[src/rtl/mole_pkg.sv]
// Shared types and constants for the whack-a-mole game core.
package mole_pkg;

  typedef enum logic [1:0] {
    GAP,
    SHOW,
    HIT,
    MISS
  } state_t;

  localparam logic [7:0] LFSR_SEED = 8'hA5;
  // Feedback taps 8,6,5,4 (1-based) map to bits 7,5,4,3.
  localparam logic [7:0] LFSR_TAPS = 8'hB8;
  localparam logic [4:0] NO_KEY    = 5'h10;

endpackage

[src/rtl/keypad_scan.sv]
// 4x4 keypad scanner: column drive, row synchroniser, debounce and release lock.
// Reports only game keys (columns 0 and 1) as a one-clock key_valid pulse.
module keypad_scan
  import mole_pkg::*;
#(
  parameter int unsigned SCAN_DIV = 50_000,
  parameter int unsigned DEBOUNCE = 2
) (
  input  logic       clk,
  input  logic       rst_n,
  input  logic [3:0] row,
  output logic [3:0] col,
  output logic       key_valid,
  output logic [3:0] key_code
);

  localparam int unsigned DIV_W = (SCAN_DIV > 1) ? $clog2(SCAN_DIV) : 1;

  logic [DIV_W-1:0] div;
  logic [1:0]       col_idx;
  logic [3:0]       row_meta;
  logic [3:0]       row_sync;
  logic [4:0]       scan_code;
  logic [4:0]       scan_next;
  logic [4:0]       last_code;
  logic [7:0]       db_cnt;
  logic [7:0]       db_next;
  logic             locked;
  logic             slot_end;
  logic             scan_end;

  always_comb begin
    col      = ~(4'b0001 << col_idx);
    slot_end = (div == DIV_W'(SCAN_DIV - 1));
    scan_end = slot_end && (col_idx == 2'd3);
    // Only the first closed game key of the scan is kept; downward loop makes lowest row win.
    scan_next = scan_code;
    if (slot_end && !col_idx[1] && (scan_code == NO_KEY)) begin
      for (int unsigned r = 4; r > 0; r--) begin
        if (!row_sync[r-1]) scan_next = {1'b0, col_idx, 2'(r - 1)};
      end
    end
    db_next = 8'd1;
    if (scan_code == last_code) begin
      db_next = (db_cnt >= 8'(DEBOUNCE)) ? db_cnt : db_cnt + 8'd1;
    end
  end

  always_ff @(posedge clk or negedge rst_n) begin
    if (!rst_n) begin
      div       <= '0;
      col_idx   <= '0;
      row_meta  <= '1;
      row_sync  <= '1;
      scan_code <= NO_KEY;
      last_code <= NO_KEY;
      db_cnt    <= '0;
      locked    <= 1'b0;
      key_valid <= 1'b0;
      key_code  <= '0;
    end else begin
      key_valid <= 1'b0;
      row_meta  <= row;
      row_sync  <= row_meta;
      if (slot_end) begin
        div     <= '0;
        col_idx <= col_idx + 2'd1;
      end else begin
        div <= div + 1'b1;
      end
      if (scan_end) begin
        scan_code <= NO_KEY;
        if (scan_code == NO_KEY) begin
          last_code <= NO_KEY;
          db_cnt    <= '0;
          locked    <= 1'b0;
        end else begin
          last_code <= scan_code;
          db_cnt    <= db_next;
          if ((db_next == 8'(DEBOUNCE)) && !locked) begin
            key_valid <= 1'b1;
            key_code  <= scan_code[3:0];
            locked    <= 1'b1;
          end
        end
      end else begin
        scan_code <= scan_next;
      end
    end
  end

endmodule

[src/rtl/mole_keypad_game.sv]
// Whack-a-mole core: LFSR mole placement, round timing, scoring and buzzer.
// Define MISS_BEEP_EN to make a miss sound a lower, shorter tone.
module mole_keypad_game
  import mole_pkg::*;
#(
  parameter int unsigned SCAN_DIV  = 50_000,
  parameter int unsigned DEBOUNCE  = 2,
  parameter int unsigned ROUND_CYC = 50_000_000,
  parameter int unsigned GAP_CYC   = 10_000_000,
  parameter int unsigned BEEP_CYC  = 10_000_000,
  parameter int unsigned TONE_DIV  = 25_000
) (
  input  logic       clk,
  input  logic       rst_n,
  input  logic [3:0] row,
  output logic [7:0] led,
  output logic [3:0] col,
  output logic       buzzer
);

  state_t      state;
  state_t      state_next;
  logic [31:0] timer;
  logic [31:0] tone_cnt;
  logic [31:0] tone_half;
  logic        beeping;
  logic [2:0]  idx;
  logic [2:0]  pick;
  logic [7:0]  lfsr;
  logic [7:0]  score;
  logic        key_valid;
  logic [3:0]  key_code;

  keypad_scan #(
    .SCAN_DIV(SCAN_DIV),
    .DEBOUNCE(DEBOUNCE)
  ) u_scan (
    .clk      (clk),
    .rst_n    (rst_n),
    .row      (row),
    .col      (col),
    .key_valid(key_valid),
    .key_code (key_code)
  );

  always_ff @(posedge clk or negedge rst_n) begin
    if (!rst_n) state <= GAP;
    else        state <= state_next;
  end

  always_comb begin
    state_next = state;
    beeping    = 1'b0;
    tone_half  = 32'(TONE_DIV);
    pick       = lfsr[2:0];
    if (pick == idx) pick = pick + 3'd1;
    case (state)
      GAP: if (timer == 32'(GAP_CYC - 1)) state_next = SHOW;
      SHOW: begin
        // A key registering on the expiry clock takes priority over the timeout.
        if (key_valid)                         state_next = (key_code == {1'b0, idx}) ? HIT : MISS;
        else if (timer == 32'(ROUND_CYC - 1))  state_next = MISS;
      end
      HIT: begin
        beeping = 1'b1;
        if (timer == 32'(BEEP_CYC - 1)) state_next = GAP;
      end
      MISS: begin
`ifdef MISS_BEEP_EN
        beeping   = 1'b1;
        tone_half = 32'(TONE_DIV * 2);
        if (timer == 32'(BEEP_CYC / 2 - 1)) state_next = GAP;
`else
        state_next = GAP;
`endif
      end
      default: state_next = GAP;
    endcase
    led = (state == SHOW) ? (8'b0000_0001 << idx) : '0;
  end

  always_ff @(posedge clk or negedge rst_n) begin
    if (!rst_n) begin
      lfsr     <= LFSR_SEED;
      timer    <= '0;
      idx      <= '0;
      score    <= '0;
      tone_cnt <= '0;
      buzzer   <= 1'b0;
    end else begin
      lfsr  <= {lfsr[6:0], ^(lfsr & LFSR_TAPS)};
      timer <= (state_next != state) ? '0 : timer + 32'd1;
      if (state == GAP && state_next == SHOW) idx <= pick;
      if (state == SHOW && state_next == HIT) score <= score + 8'd1;
      if (beeping && state_next == state) begin
        if (tone_cnt == tone_half - 32'd1) begin
          tone_cnt <= '0;
          buzzer   <= ~buzzer;
        end else begin
          tone_cnt <= tone_cnt + 32'd1;
        end
      end else begin
        tone_cnt <= '0;
        buzzer   <= 1'b0;
      end
    end
  end

endmodule

[config.mk]
export PLATFORM = sky130hd
export DESIGN_NAME = mole_keypad_game
export DESIGN_NICKNAME = d
export VERILOG_FILES = /design/src/rtl/mole_pkg.sv /design/src/rtl/keypad_scan.sv /design/src/rtl/mole_keypad_game.sv
export SDC_FILE = /design/constraint.sdc
export NUM_CORES = 1
export LEC_CHECK = 0
export CORE_ASPECT_RATIO = 1.2
export CORE_MARGIN = 4
export CORE_UTILIZATION = 58
export CTS_BUF_LIST = sky130_fd_sc_hd__clkbuf_4 sky130_fd_sc_hd__clkbuf_8
export DETAILED_ROUTE_END_ITERATION = 16
export DONT_BUFFER_PORTS = 1
export GPL_TIMING_DRIVEN = 0
export PLACE_DENSITY = 0.74
export RECOVER_POWER = 100
export SYNTH_ARGS = -nofsm -noshare
export SYNTH_HDL_FRONTEND = slang
export SYNTH_SLANG_ARGS = --single-unit
[constraint.sdc]
create_clock -name clk -period 4.1 [get_ports clk]
set_input_delay 1.23 -clock clk [delete_from_list [all_inputs] [get_ports clk]]
set_output_delay 1.23 -clock clk [all_outputs]
set_load 0.02 [all_outputs]
; ---- Word level (Yosys, flattened, before mapping)
; Index checks and enable logic that the tools add are counted.
; W data, S select, Z words.
[classes]
n_reduce_logical = 15
addsub = 6
bitwise_logic = 3
mux = 30
n_eq_ne = 18
shifts = 2
order_cmp = 1
[ops]
columns = op, n
row1 = $mux W32, 3
row2 = $add A32 B1 Y32 const B, 2
row3 = $mux W5, 7
row4 = $eq A32 B15 Y1 const B, 1
row5 = $eq A32 B24 Y1 const B, 1
row6 = $eq A32 B26 Y1 const B, 1
row7 = $mux W8, 4
row8 = $add A16 B1 Y16 const B, 1
row9 = $eq A16 B16 Y1 const B, 1
row10 = $mux W16, 1
row11 = $mux W1, 9
row12 = $add A8 B1 Y8 const B, 1
row13 = $eq A8 B2 Y1 const B, 1
row14 = $ge A8 B2 Y1 const B, 1
row15 = $mux W2, 4
row16 = $pmux W2 S4, 1
row17 = $reduce_xor A8 Y1, 1
row18 = $shl A1 B3 Y8 const A, 1
row19 = $eq A2 B2 Y1 const B, 3
row20 = $logic_and A1 B1 Y1, 6
row21 = $eq A5 B5 Y1, 1
row22 = $eq A5 B5 Y1 const B, 1
row23 = $ne A5 B5 Y1 const B, 1
row24 = $eq A2 B1 Y1 const B, 2
row25 = other kinds (16), 20
[word_totals]
wordCells = 91
input_bits = 6
output_inout_bits = 13
register_bits = 128

; ---- Depth between registers and ports, before layout
; Gate-level depths: netlist (run 1).
[logic_depth]
ltp_word = 8
ltp_mapped = 8
depth_no_buf = 7

; ---- Cells and area by module
; Synthesis (run 1) repeated with hierarchy kept, for this count alone.
[unflattened]
hier_cells = 610
area_unflattened_um2 = 6367.4
[modules_own_cells]
columns = mod, seq_area_each_um2, area_each_um2, instances, cells_each
row1 = mole_keypad_game, 1956.9, 4080.2, 1, 407
row2 = keypad_scan, 1263.7, 2287.2, 1, 203

; ---- Worst setup path after synthesis (run 1)
; OpenSTA, ideal clock, no wires.
[synth_timing]
path_type = reg-to-output
startpoint = register idx[0]
endpoint = output port led[0]
path_slack_ns = 1.612
path_buffers = 1
arrival_ns = 1.258
required_time_ns = 2.870
path_stages_with_launch = 3
cell_sequence = dfrtp_1 clkbuf_1 nor4_1
[synth_between]
elab_chain_len = 2
[synth_rtl]
columns = item, line_no
row1 = from (decl), mole_keypad_game.sv:27  ; logic [2:0] idx;
row2 = from (signal assigned), mole_keypad_game.sv:93  ; if (state == GAP && state_next == SHOW) idx <= pick;
row3 = $shl A1 B3 Y8, mole_keypad_game.sv:79  ; led = (state == SHOW) ? (8'b0000_0001 << idx) : '0;
row4 = $mux W8, mole_keypad_game.sv:79
row5 = to (decl), mole_keypad_game.sv:16  ; output logic [7:0] led,
; Every way passes these cells.

; ---- Worst setup path after layout (run 1)
[layout_timing]
startpoint = register idx[1]
endpoint = output port led[0]
; The elaborated chain is that of the path after synthesis.

==> results.md, run 1 <==
* Post-route insts no fill at about 750
* Die ar. at roughly 12000 um2
* Sw Share at about a fifth
* FF-to-FF setup slack at 1.27 ns
* DRT iter0 DRCs at between 100 and 150
* Commonest non-fill, non-tap cell in the layout: dfrtp_1
* WHS Path Cells at 0
* CTS sink cnt at 128
* Initial Utilization at between 60 and 70%
* Pwr per Cell Area at 377.3 nW/um2
* Final wirelength at 11280 um
* Dpl cells at about 720
* Yosys warns at 0
* Initial antenna violation count at 0
* Min-Delay Startpoint: u_scan.row_meta[0]
* CP Buf/Inv Count at 1
* DRC at 0
* Most frequent cells in the layout: 114 x dfrtp_1, 92 x nor2_1, 53 x xor2_1, 35 x nand2_1, 32 x xnor2_1
* Die W at approximately 100 um
* Highest clock rate at between 0.3 and 0.4 GHz
* Area Growth Syn to Fin at 9.553%
* Critical path peak fanout at 8
* CP endpoint kind: primary output
* Global-route usage over all layers at ~20%
* Length of the first detailed-routing pass in iterations at 5
* Crit path required time at ~2.9 ns
* Critical-path top delay cell: nor4_1
* Worst min-delay path class: register to register
* Hold Buf Count CTS at 0
* Final hold slack at 0.3578 ns
* Clock skew at ~0.013 ns
* WP depth at 2
* Slew margin rel. at 37.60%
* Leakage at 0.003012 uW
* # diodes at 0
* Psw at between 400 and 500 uW
* Max Root-Sink Buffers at 2
* Core area at 10160 um2
* Post-synth top flop: dfrtp_1
* Gp weighted congestion at roughly 0.84
* Tcrit/Tclk final at 75.10%
* Final Hold Vio Count at 0
* IO Port Bufs at 0
* CP peak stage delay at around 0.84 ns
* First-pass GRT wire length at around 20000 um
* Crit-path leading delay family: simple AND/OR/NAND/NOR gates
* Syn Area/Cell at about 10 um2
* Post-DR vias/cell at approximately 5.6
* Crit path kind: register to primary output
* Grt ovf at 0
* ANT nets after route at 0
* # fillers at around 800
* Sequential Power Share at between 50% and 60%
* Yosys cell types at between 40 and 50
* Post-CTS setup buffer count at 0
* Ys async rst share at between 90% and 100%
* Clock power frac at 49.5%
* Syn_nets at about 600
* Min-Delay Endpoint: u_scan.row_sync[0]
* Vias at roughly 4200
* Cell-internal power at between 2000 and 2500 uW
* Cell area after synthesis at between 6000 and 7000 um2
* Post-synth EDFFs at 0
* Final Setup Violations at 0
* Cells after Synth at roughly 600
* CTS tree: done
* Sequential share of the synthesized area at a little over half
* Worst vdd ir at roughly 0.23 mV
* Max H-tree Level at 4
* Max Cap Viol at 0
* Slew Viols, Final at 0
* Combinational share of power at less than 1%
* Post-cts resize count at 0
* Area of the multi-input gates at 2700 um2
* Startpoint types: register
* Fin Setup TNS at 0 ns
* Row Count at 40
* DP HPWL at between 7000 and 8000 um
* Status: completed
* Reg2Reg Capture Point: tone_cnt[3]
* Critical-path cell list: clkbuf_1 -> nor4_1
* Root Driver: clkbuf_8
* Vias in the first global route at ~4300
* #FFs+latches synth at roughly 130
* Final Power at about 2500 uW
* CTS buffer count at 17
* Largest net degree at the start of global routing at around 130
* Layout cells sized above 1 at under 10%
* Least-Margin Pin Slew at ~0.93 ns
* Clk slew on worst S/H paths at 0.08 ns
* Crit path DAT at approximately 1.9 ns
* Worst r2r src: timer[14]
* Flip-flop and latch area at around 3200 um2
* Nets@finish at about 630
* R2R cell count at 7
* Top-Level Pins at 19
* Tmin final at about 3.1 ns
* Worst-Skew Late Latency at about 0.44 ns
* DR WL/cell at between 15 and 20 um
* Die height at approximately 120 um
* RSZ-0062 raised after global routing: no
-- layout make-up --
type,count,share of cell area (%)
Buffer,20,1.123
Clock buffer,22,4.248
Clock inverter,10,2.769
Inverter,17,0.9543
Multi-Input combinational cell,425,40.38
Sequential cell,128,48.17
Tap cell,126,2.358
-- synth_stat cells, drive strengths merged, types with 3 or more instances --
library cell / count / area, um2
nor4: 13 / 87.58
ha: 10 / 125.1
o31ai: 3 / 22.52
and3: 13 / 81.33
or4: 3 / 26.27
buf: 8 / 52.55
and4: 10 / 87.58
clkbuf: 12 / 45.04
o21ai: 14 / 70.06
mux2: 13 / 161.4
nand3: 31 / 155.2
dfstp: 14 / 367.9
nor4b: 3 / 32.53
nand4: 30 / 193.9
a21oi: 9 / 45.04
xor2: 53 / 464.2
nor2b: 5 / 31.28
nor3: 11 / 60.06
inv: 17 / 63.81
xnor2: 32 / 280.3
nand2b: 3 / 18.77
nor2: 92 / 345.3
and2: 14 / 87.59
dfrtp: 114 / 2853
nand2: 35 / 131.4
or3: 9 / 56.30
-- worst reg2reg max path, delay by kind of cell, from the launching register on --
kind | cells | cell delay [ns]
AO/OA/AOI/OAI | 1 | 0.83
buffers and inverters | 2 | 0.62
flip-flops | 1 | 0.44
AND/OR/NAND/NOR | 4 | 0.82
-- per-layer routing --
layer / vias up / wire length, um / track usage, % / part of all wire (%)
li1: 2070 / - / - / -
met1: 2054 / 4870 / 25.29 / 43
met2: 75 / 5803 / 33.22 / 51
met3: 16 / 461 / 5.597 / 4.1
met4: 0 / 142 / 6.983 / 1.3
met5: - / 0 / 0 / 0
-- sequential cells by signal, indices dropped and copies added (netlist names) --
| signal | count |
|---|---|
| state | 2 |
| u_scan.key_valid | 1 |
| u_scan.key_code | 4 |
| idx | 3 |
| u_scan.scan_code | 5 |
| timer | 32 |
| u_scan.last_code | 5 |
| u_scan.locked | 1 |
| u_scan.row_sync | 4 |
| buzzer | 1 |
| u_scan.div | 16 |
| tone_cnt | 32 |
| u_scan.db_cnt | 8 |
| lfsr | 8 |
| u_scan.row_meta | 4 |
| u_scan.col_idx | 2 |
-- power groups by stage --
stage / Sequential (uW) / Combinational (uW) / Clock, uW
2_1_floorplan: 1300 / 1.17 / 0
4_1_cts: 1270 / 1.38 / 1280
3_3_place_gp: 1290 / 1.36 / 0
5_1_grt: 1270 / 1.69 / 1340
3_5_place_dp: 1300 / 1.36 / 0
6_report: 1270 / 1.36 / 1250
-- kinds of logic after synthesis --
kind of cell / Yosys count / share of synthesized area, %
buffers and inverters: 37 / 2.644
and+or+nand+nor: 281 / 24.11
adders and majority gates: 10 / 2.050
xor gates and xnor gates: 85 / 12.20
DFF: 128 / 52.77
AOI/OAI and AO/OA: 36 / 3.588
muxes: 13 / 2.645
-- through the flow --
step                utilization (%)  area [um2]  setup WS [ns]
floorplan                         -        6103          1.612
global route                  65.81        6686         0.8947
global placement              61.63        6261          1.521
detailed placement            61.63        6261          1.441
CTS                           66.24        6730         0.9866
finish                        65.81        6686          1.021
-- how the worst max path moves through the flow --
stage / startpoint / endpoint
final: idx[1] / led[0]
after global routing: idx[0] / led[0]
after detailed placement: timer[14] / tone_cnt[3]
after CTS: idx[1] / led[0]
after floorplan: idx[0] / led[0]
after global placement: idx[0] / led[0]
Note: power is estimated with default switching activity, not from simulation.
==> run 2: changes to the inputs <==
--- a/config.mk
+++ b/config.mk
@@ -12,7 +12,7 @@
 export DETAILED_ROUTE_END_ITERATION = 16
 export DONT_BUFFER_PORTS = 1
 export GPL_TIMING_DRIVEN = 0
-export PLACE_DENSITY = 0.74
+export PLACE_DENSITY = 0.76
 export RECOVER_POWER = 100
 export SYNTH_ARGS = -nofsm -noshare
 export SYNTH_HDL_FRONTEND = slang
==> constraint.sdc (replaced) <==
create_clock -name clk -period 2.6 [get_ports clk]
set_input_delay 0.78 -clock clk [delete_from_list [all_inputs] [get_ports clk]]
set_output_delay 0.78 -clock clk [all_outputs]
set_load 0.02 [all_outputs]
==> results.md, run 2 (synthesis gave the netlist of run 1 again) <==
* Final Cell Area at 6716 um2
* Root Driver: clkbuf_8
* First-pass GRT wire length at around 20000 um
* Worst r2r src: u_scan.div[0]
* Commonest non-fill, non-tap cell in the layout: dfrtp_1
* Post-DR vias/cell at around 5.7
* # diodes at 0
* Most frequent cells in the layout: 114 x dfrtp_1, 92 x nor2_1, 53 x xor2_1, 35 x nand2_1, 32 x xnor2_1
* Highest clock rate at 0.3949 GHz
* R2R cell count at 8
* CP endpoint kind: primary output
* Worst min-delay path class: input pin to asynchronous set/reset pin
* Layout cells sized above 1 at about an eighth
* Post-CTS setup buffer count at 0
* DRT iter0 DRCs at between 150 and 200
* Tcrit/Tclk final at 97.41%
* RSZ-0062 raised after global routing: yes
* Gp weighted congestion at approximately 0.82
* Vias at ~4300
* DRC at 0
* Slew Viols, Final at 0
* Crit path kind: register to primary output
* Clk slew on worst S/H paths at about 0.080 ns
* Row Count at 40
* Reg2Reg Capture Point: u_scan.key_code[3]
* Pwr per Cell Area at around 560 nW/um2
* CTS tree: done
* Largest regs: timer (32), tone_cnt (32), u_scan.div (16)
* Die height at between 100 and 150 um
* Worst vdd ir at between 0.3 and 0.4 mV
* Worst-Skew Late Latency at between 0.4 and 0.5 ns
* Clock skew at 0.01066 ns
* Critical path peak fanout at 9
* ANT nets after route at 0
* Status: completed
* FF-to-FF setup slack at approximately 0.15 ns
* Final wirelength at approximately 11000 um
* Max Cap Viol at 0
* Nets@finish at around 630
* CTS sink cnt at roughly 130
* Grt ovf at 0
* Die ar. at around 12000 um2
* Final Setup Violations at 0
* Max H-tree Level at 4
* Length of the first detailed-routing pass in iterations at 4
* Vias in the first global route at around 4300
* Least-Margin Pin Slew at ~0.64 ns
* IO Port Bufs at 0
* Final Power at roughly 3800 uW
* Crit path DAT at approximately 1.8 ns
* Global-route usage over all layers at 20.42%
* Leakage at between 0.003 and 0.004 uW
* DP HPWL at 7461 um
* Startpoint types: register
* Final Hold Vio Count at 0
* Slew margin rel. at between 50% and 60%
* Tmin final at between 2 and 3 ns
* CTS buffer count at 17
* Core area at a little over 10000 um2
* Largest net degree at the start of global routing at between 100 and 150
* Placed cell area at approximately 6300 um2
* Crit path required time at between 1.5 and 2 ns
* Util after Layout at roughly 66%
* Area Growth Syn to Fin at 10.05%
* Die W at between 100 and 150 um
* Max Root-Sink Buffers at 2
* DR WL/cell at 14.78 um
* Top-Level Pins at 19
* Initial Utilization at 60.07%
* Initial antenna violation count at 0
## run 2: cell count changes in the layout (fill, tap and decap cells not counted), sizes merged
cell	delta
clkbuf	-6
inv	+5
buf	+1
clkinvlp	+1
dlygate4sd3	+1
clkinv	+1
bufinv	-2
## run 2: routing by layer
metal / routed length, um / part of all wire [%] / vias up / global-route usage, %
li1: - / - / 2078 / -
met1: 4985 / 45 / 2125 / 26.59
met2: 5583 / 50 / 55 / 33.10
met3: 360 / 3.3 / 17 / 5.828
met4: 142 / 1.3 / 0 / 6.151
met5: 0 / 0 / - / 0
## run 2: repair_timing
item,in CTS,in global routing
endpoints found under the setup margin,32,35
resized for setup,3,3
pin swaps,0,1
hold endpoints to repair,0,3
hold buffers,0,1
## run 2: power by group
part	switching, uW	total (uW)	internal (uW)	leakage, uW
combinational	1.98	4.03	2.05	0.00111
sequential	2.91	2000	2000	0.00171
clock	815	1780	962	0.000209
total	820	3790	2970	0.00303
## run 2: per-stage QoR
| stage | setup TNS (ns) | hold WS [ns] | setup slack, ns | instances |
|---|---|---|---|---|
| after floorplan | 0 | 0.3330 | 0.3872 | 590 |
| after global placement | 0 | 0.3374 | 0.01023 | 716 |
| after global routing | -0.1927 | 0.001132 | -0.05983 | 749 |
| after CTS | 0 | 0.006983 | 0.03140 | 748 |
| final | 0 | 0.03836 | 0.06746 | 749 |
| after detailed placement | -0.07902 | 0.3478 | -0.01559 | 716 |
## run 2: worst max path at each step
| stage | from | to |
|---|---|---|
| 6_report | idx[2] | led[4] |
| 5_1_grt | idx[2] | led[4] |
| 4_1_cts | idx[2] | led[6] |
| 3_5_place_dp | timer[14] | tone_cnt[8] |
| 3_3_place_gp | timer[14] | tone_cnt[20] |
| 2_1_floorplan | u_scan.div[0] | u_scan.key_code[0] |
## run 2: layout make-up
class,count,area [um2]
clock buffer,17,234.0
multi-input combinational,425,2755
buffer,20,91.34
timing repair buffer,1,10.01
sequential,128,3221
fill,813,3443
tap,126,157.7
clock inverter,15,183.9
inverter,17,63.81
## run 2: critical path, stage by stage, from the launching register on
cell      delay (ns)
dfrtp_1         0.32
clkbuf_1        0.36
nand2b_1        0.13
nor3_1          0.50
==> RTL edit (config.mk and constraints of run 2) <==
Re-encode `state_t` (4 states) as one-hot, 4 bits wide.
--- a/src/rtl/mole_pkg.sv
+++ b/src/rtl/mole_pkg.sv
@@ -1,11 +1,11 @@
 // Shared types and constants for the whack-a-mole game core.
 package mole_pkg;
 
-  typedef enum logic [1:0] {
-    GAP,
-    SHOW,
-    HIT,
-    MISS
+  typedef enum logic [3:0] {
+    GAP  = 4'b0001,
+    SHOW = 4'b0010,
+    HIT  = 4'b0100,
+    MISS = 4'b1000
   } state_t;
 
   localparam logic [7:0] LFSR_SEED = 8'hA5;
Behaviour: same outputs for any inputs over 10 cycles, from zero or initial values and one cycle with rst_n low; not proved beyond that.
==> RTL edit against run 2 <==
  * Routed wire length up 32%
  * The run now ends with max-capacitance violations, max-slew violations, negative setup slack left
  * Worst setup slack got worse by 0.098 ns
  * Synthesized cell count increased by 8.3%
  * Design area up 16%
  * Synthesized area grew 9.9%
  * Sequential cell count up 2
Power is not compared: it rests on default switching activity, and its combinational part moved more than twofold at a synthesized area within 25%.
==> RTL edit: results (changes against run 2) <==
DETAILED ROUTING
------------------------------------------------------------------------
Per-cell routed wire length                                      17.4 um   +17%
Vias                                                               4,951   +16%
DRC violation total after the first TritonRoute iteration            275   +70%

PLACEMENT
------------------------------------------------------------------------
Half-perimeter wire length after detailed placement              9050 um   +21%
Final weighted congestion in routability-driven placement          0.870   +5.9%

CLOCK NETWORK
------------------------------------------------------------------------
Root buffer cell                                            sky130_fd_sc_hd__clkbuf_8
Clock insertion delay at the later pin of the skew report        0.45 ns
CTS H-tree depth                                                       4   unchanged

POWER AND IR DROP
------------------------------------------------------------------------
VDD IR max                                                      0.481 mV

SETUP PATH
------------------------------------------------------------------------
Data arrival at the endpoint of the critical path                2.96 ns   +1.21 ns
Largest driver fanout on the critical path                             6   -3

LOGIC SYNTHESIS
------------------------------------------------------------------------
Count of unique library cells instantiated by Yosys                   53   +8.2%
Synth top cells by count                                    115 x sky130_fd_sc_hd__dfrtp_1, 78 x sky130_fd_sc_hd__nor2_1, 50 x sky130_fd_sc_hd__xnor2_1
Post-synthesis adder-cell area fraction                            1.87%   -0.18 points
Proportion of synthesized area in mux cells                        2.05%   -0.59 points
Fraction of synthesized cell area in xor and xnor cells            11.9%   -0.31 points
Part of the Yosys area used for sequential elements                48.8%   -4.0 points
Post-synthesis net count                                             655   +8.1%
Fraction of the mapped netlist area in compound gates              3.41%   -0.17 points
Dominant cells by area after synthesis                      sky130_fd_sc_hd__dfrtp_1 43%, sky130_fd_sc_hd__xnor2_1 6.5%, sky130_fd_sc_hd__dfstp_2 5.9%

STA
------------------------------------------------------------------------
Worst slew margin                                                 -18.8%   -76 points
Aggregate negative setup slack                                 -0.442 ns   -0.442 ns
Number of setup violations in the final report                        25   +25
Crit path setup slack, layout                                 -0.0302 ns   -0.0977 ns
Slew Viols, Final                                                     81   +81

GLOBAL ROUTE
------------------------------------------------------------------------
GRT Resource Usage Total                                           22.5%   +2.1 points
Pin count of the biggest net entering global routing                  81   -37%
Global-route wire length before repair                         24,200 um   +21%
Via count of the first global-routing pass                         5,073   +17%

LAYOUT
------------------------------------------------------------------------
Share of cells above drive strength 1                              22.7%   +11 points
Number of nets in the layout                                         690   +10%
Layout fillers                                                       789   -3.0%

STATUS
------------------------------------------------------------------------
Failing checks                                              max-capacitance violations, max-slew violations, negative setup slack
Status                                                      finished with violations

FLOW RUN
------------------------------------------------------------------------
Reported max-cap violation count                                       1   +1

==> RTL edit: kinds of logic (layout without fill, tap and decap cells) <==
group / Yosys count / count (layout)
fa+ha+maj: 10 / 10
compound gates: 35 / 35
flops: 130 / 130
mux: 12 / 12
simple gates: 310 / 310
buf+inv: 51 / 99
xor+xnor: 91 / 91
==> RTL edit: through the flow <==
step	area [sq um]	setup WS, ns	hold WS (ns)	cells	utilization, %
after CTS	7510	0.0169	0.130	831	67.1
final	7770	-0.0302	0.176	841	69.4
after global placement	6900	-0.192	0.339	793	61.7
after detailed placement	6900	-0.242	0.347	793	61.7
after floorplan	6710	0.160	0.333	639	-
after global routing	7770	-0.0825	0.132	841	69.4
==> RTL edit: worst max-delay path: stages, from the launching register on <==
cell	delay (ns)
sky130_fd_sc_hd__dfrtp_1	0.41
sky130_fd_sc_hd__or4b_4	0.55
sky130_fd_sc_hd__or4_4	0.54
sky130_fd_sc_hd__nor3_4	0.32
sky130_fd_sc_hd__mux2i_4	0.31
sky130_fd_sc_hd__buf_12	0.16
sky130_fd_sc_hd__clkbuf_16	0.16
sky130_fd_sc_hd__nor4_4	0.04
==> RTL edit: power by group through the flow <==
stage / Sequential (W) / Combinational [W] / Clock, W
after global placement: 0.00207 / 0.00000313 / 0
final: 0.00203 / 0.0000398 / 0.00177
after global routing: 0.00203 / 0.0000484 / 0.00191
after CTS: 0.00203 / 0.0000506 / 0.00181
after detailed placement: 0.00207 / 0.00000300 / 0
after floorplan: 0.00207 / 0.00000190 / 0
==> RTL edit: metal layers <==
| layer | track usage (%) | up-vias | routed length [um] |
|---|---|---|---|
| li1 | - | 2333 | - |
| met1 | 28.3 | 2471 | 6040 |
| met2 | 38.3 | 114 | 7660 |
| met3 | 4.91 | 33 | 572 |
| met4 | 8.00 | 0 | 323 |
| met5 | 0 | - | 0 |
==> RTL edit: worst paths after layout <==
check	from	to	cells after the start
min	rst_n	state[0]	0
min in group clk	row[0]	u_scan.row_meta[0]	0
min reg2reg	u_scan.row_meta[1]	u_scan.row_sync[1]	0
max	timer[22]	timer[25]	7
max reg2reg	timer[22]	timer[25]	7
max in group asynchronous	rst_n	state[1]	1
==> RTL edit: layout make-up <==
type	count	area [sq um]	share of cell area (%)
plain buffers	21	181	2.33
clock buffers	17	234	3.01
clock inverters	15	166	2.14
inverters	25	93.8	1.21
multi-input cells	458	3440	44.3
flip-flops and latches	130	3280	42.2
well taps	154	193	2.48
repair buffers	21	184	2.37
==> RTL edit: timing repair <==
item	CTS	global route
buffers inserted	5	12
gates cloned	0	1
resized for setup	26	35
endpoints found under the hold margin	80	0
setup endpoints to repair	74	74
hold buffers	3	0
pin swaps	6	17
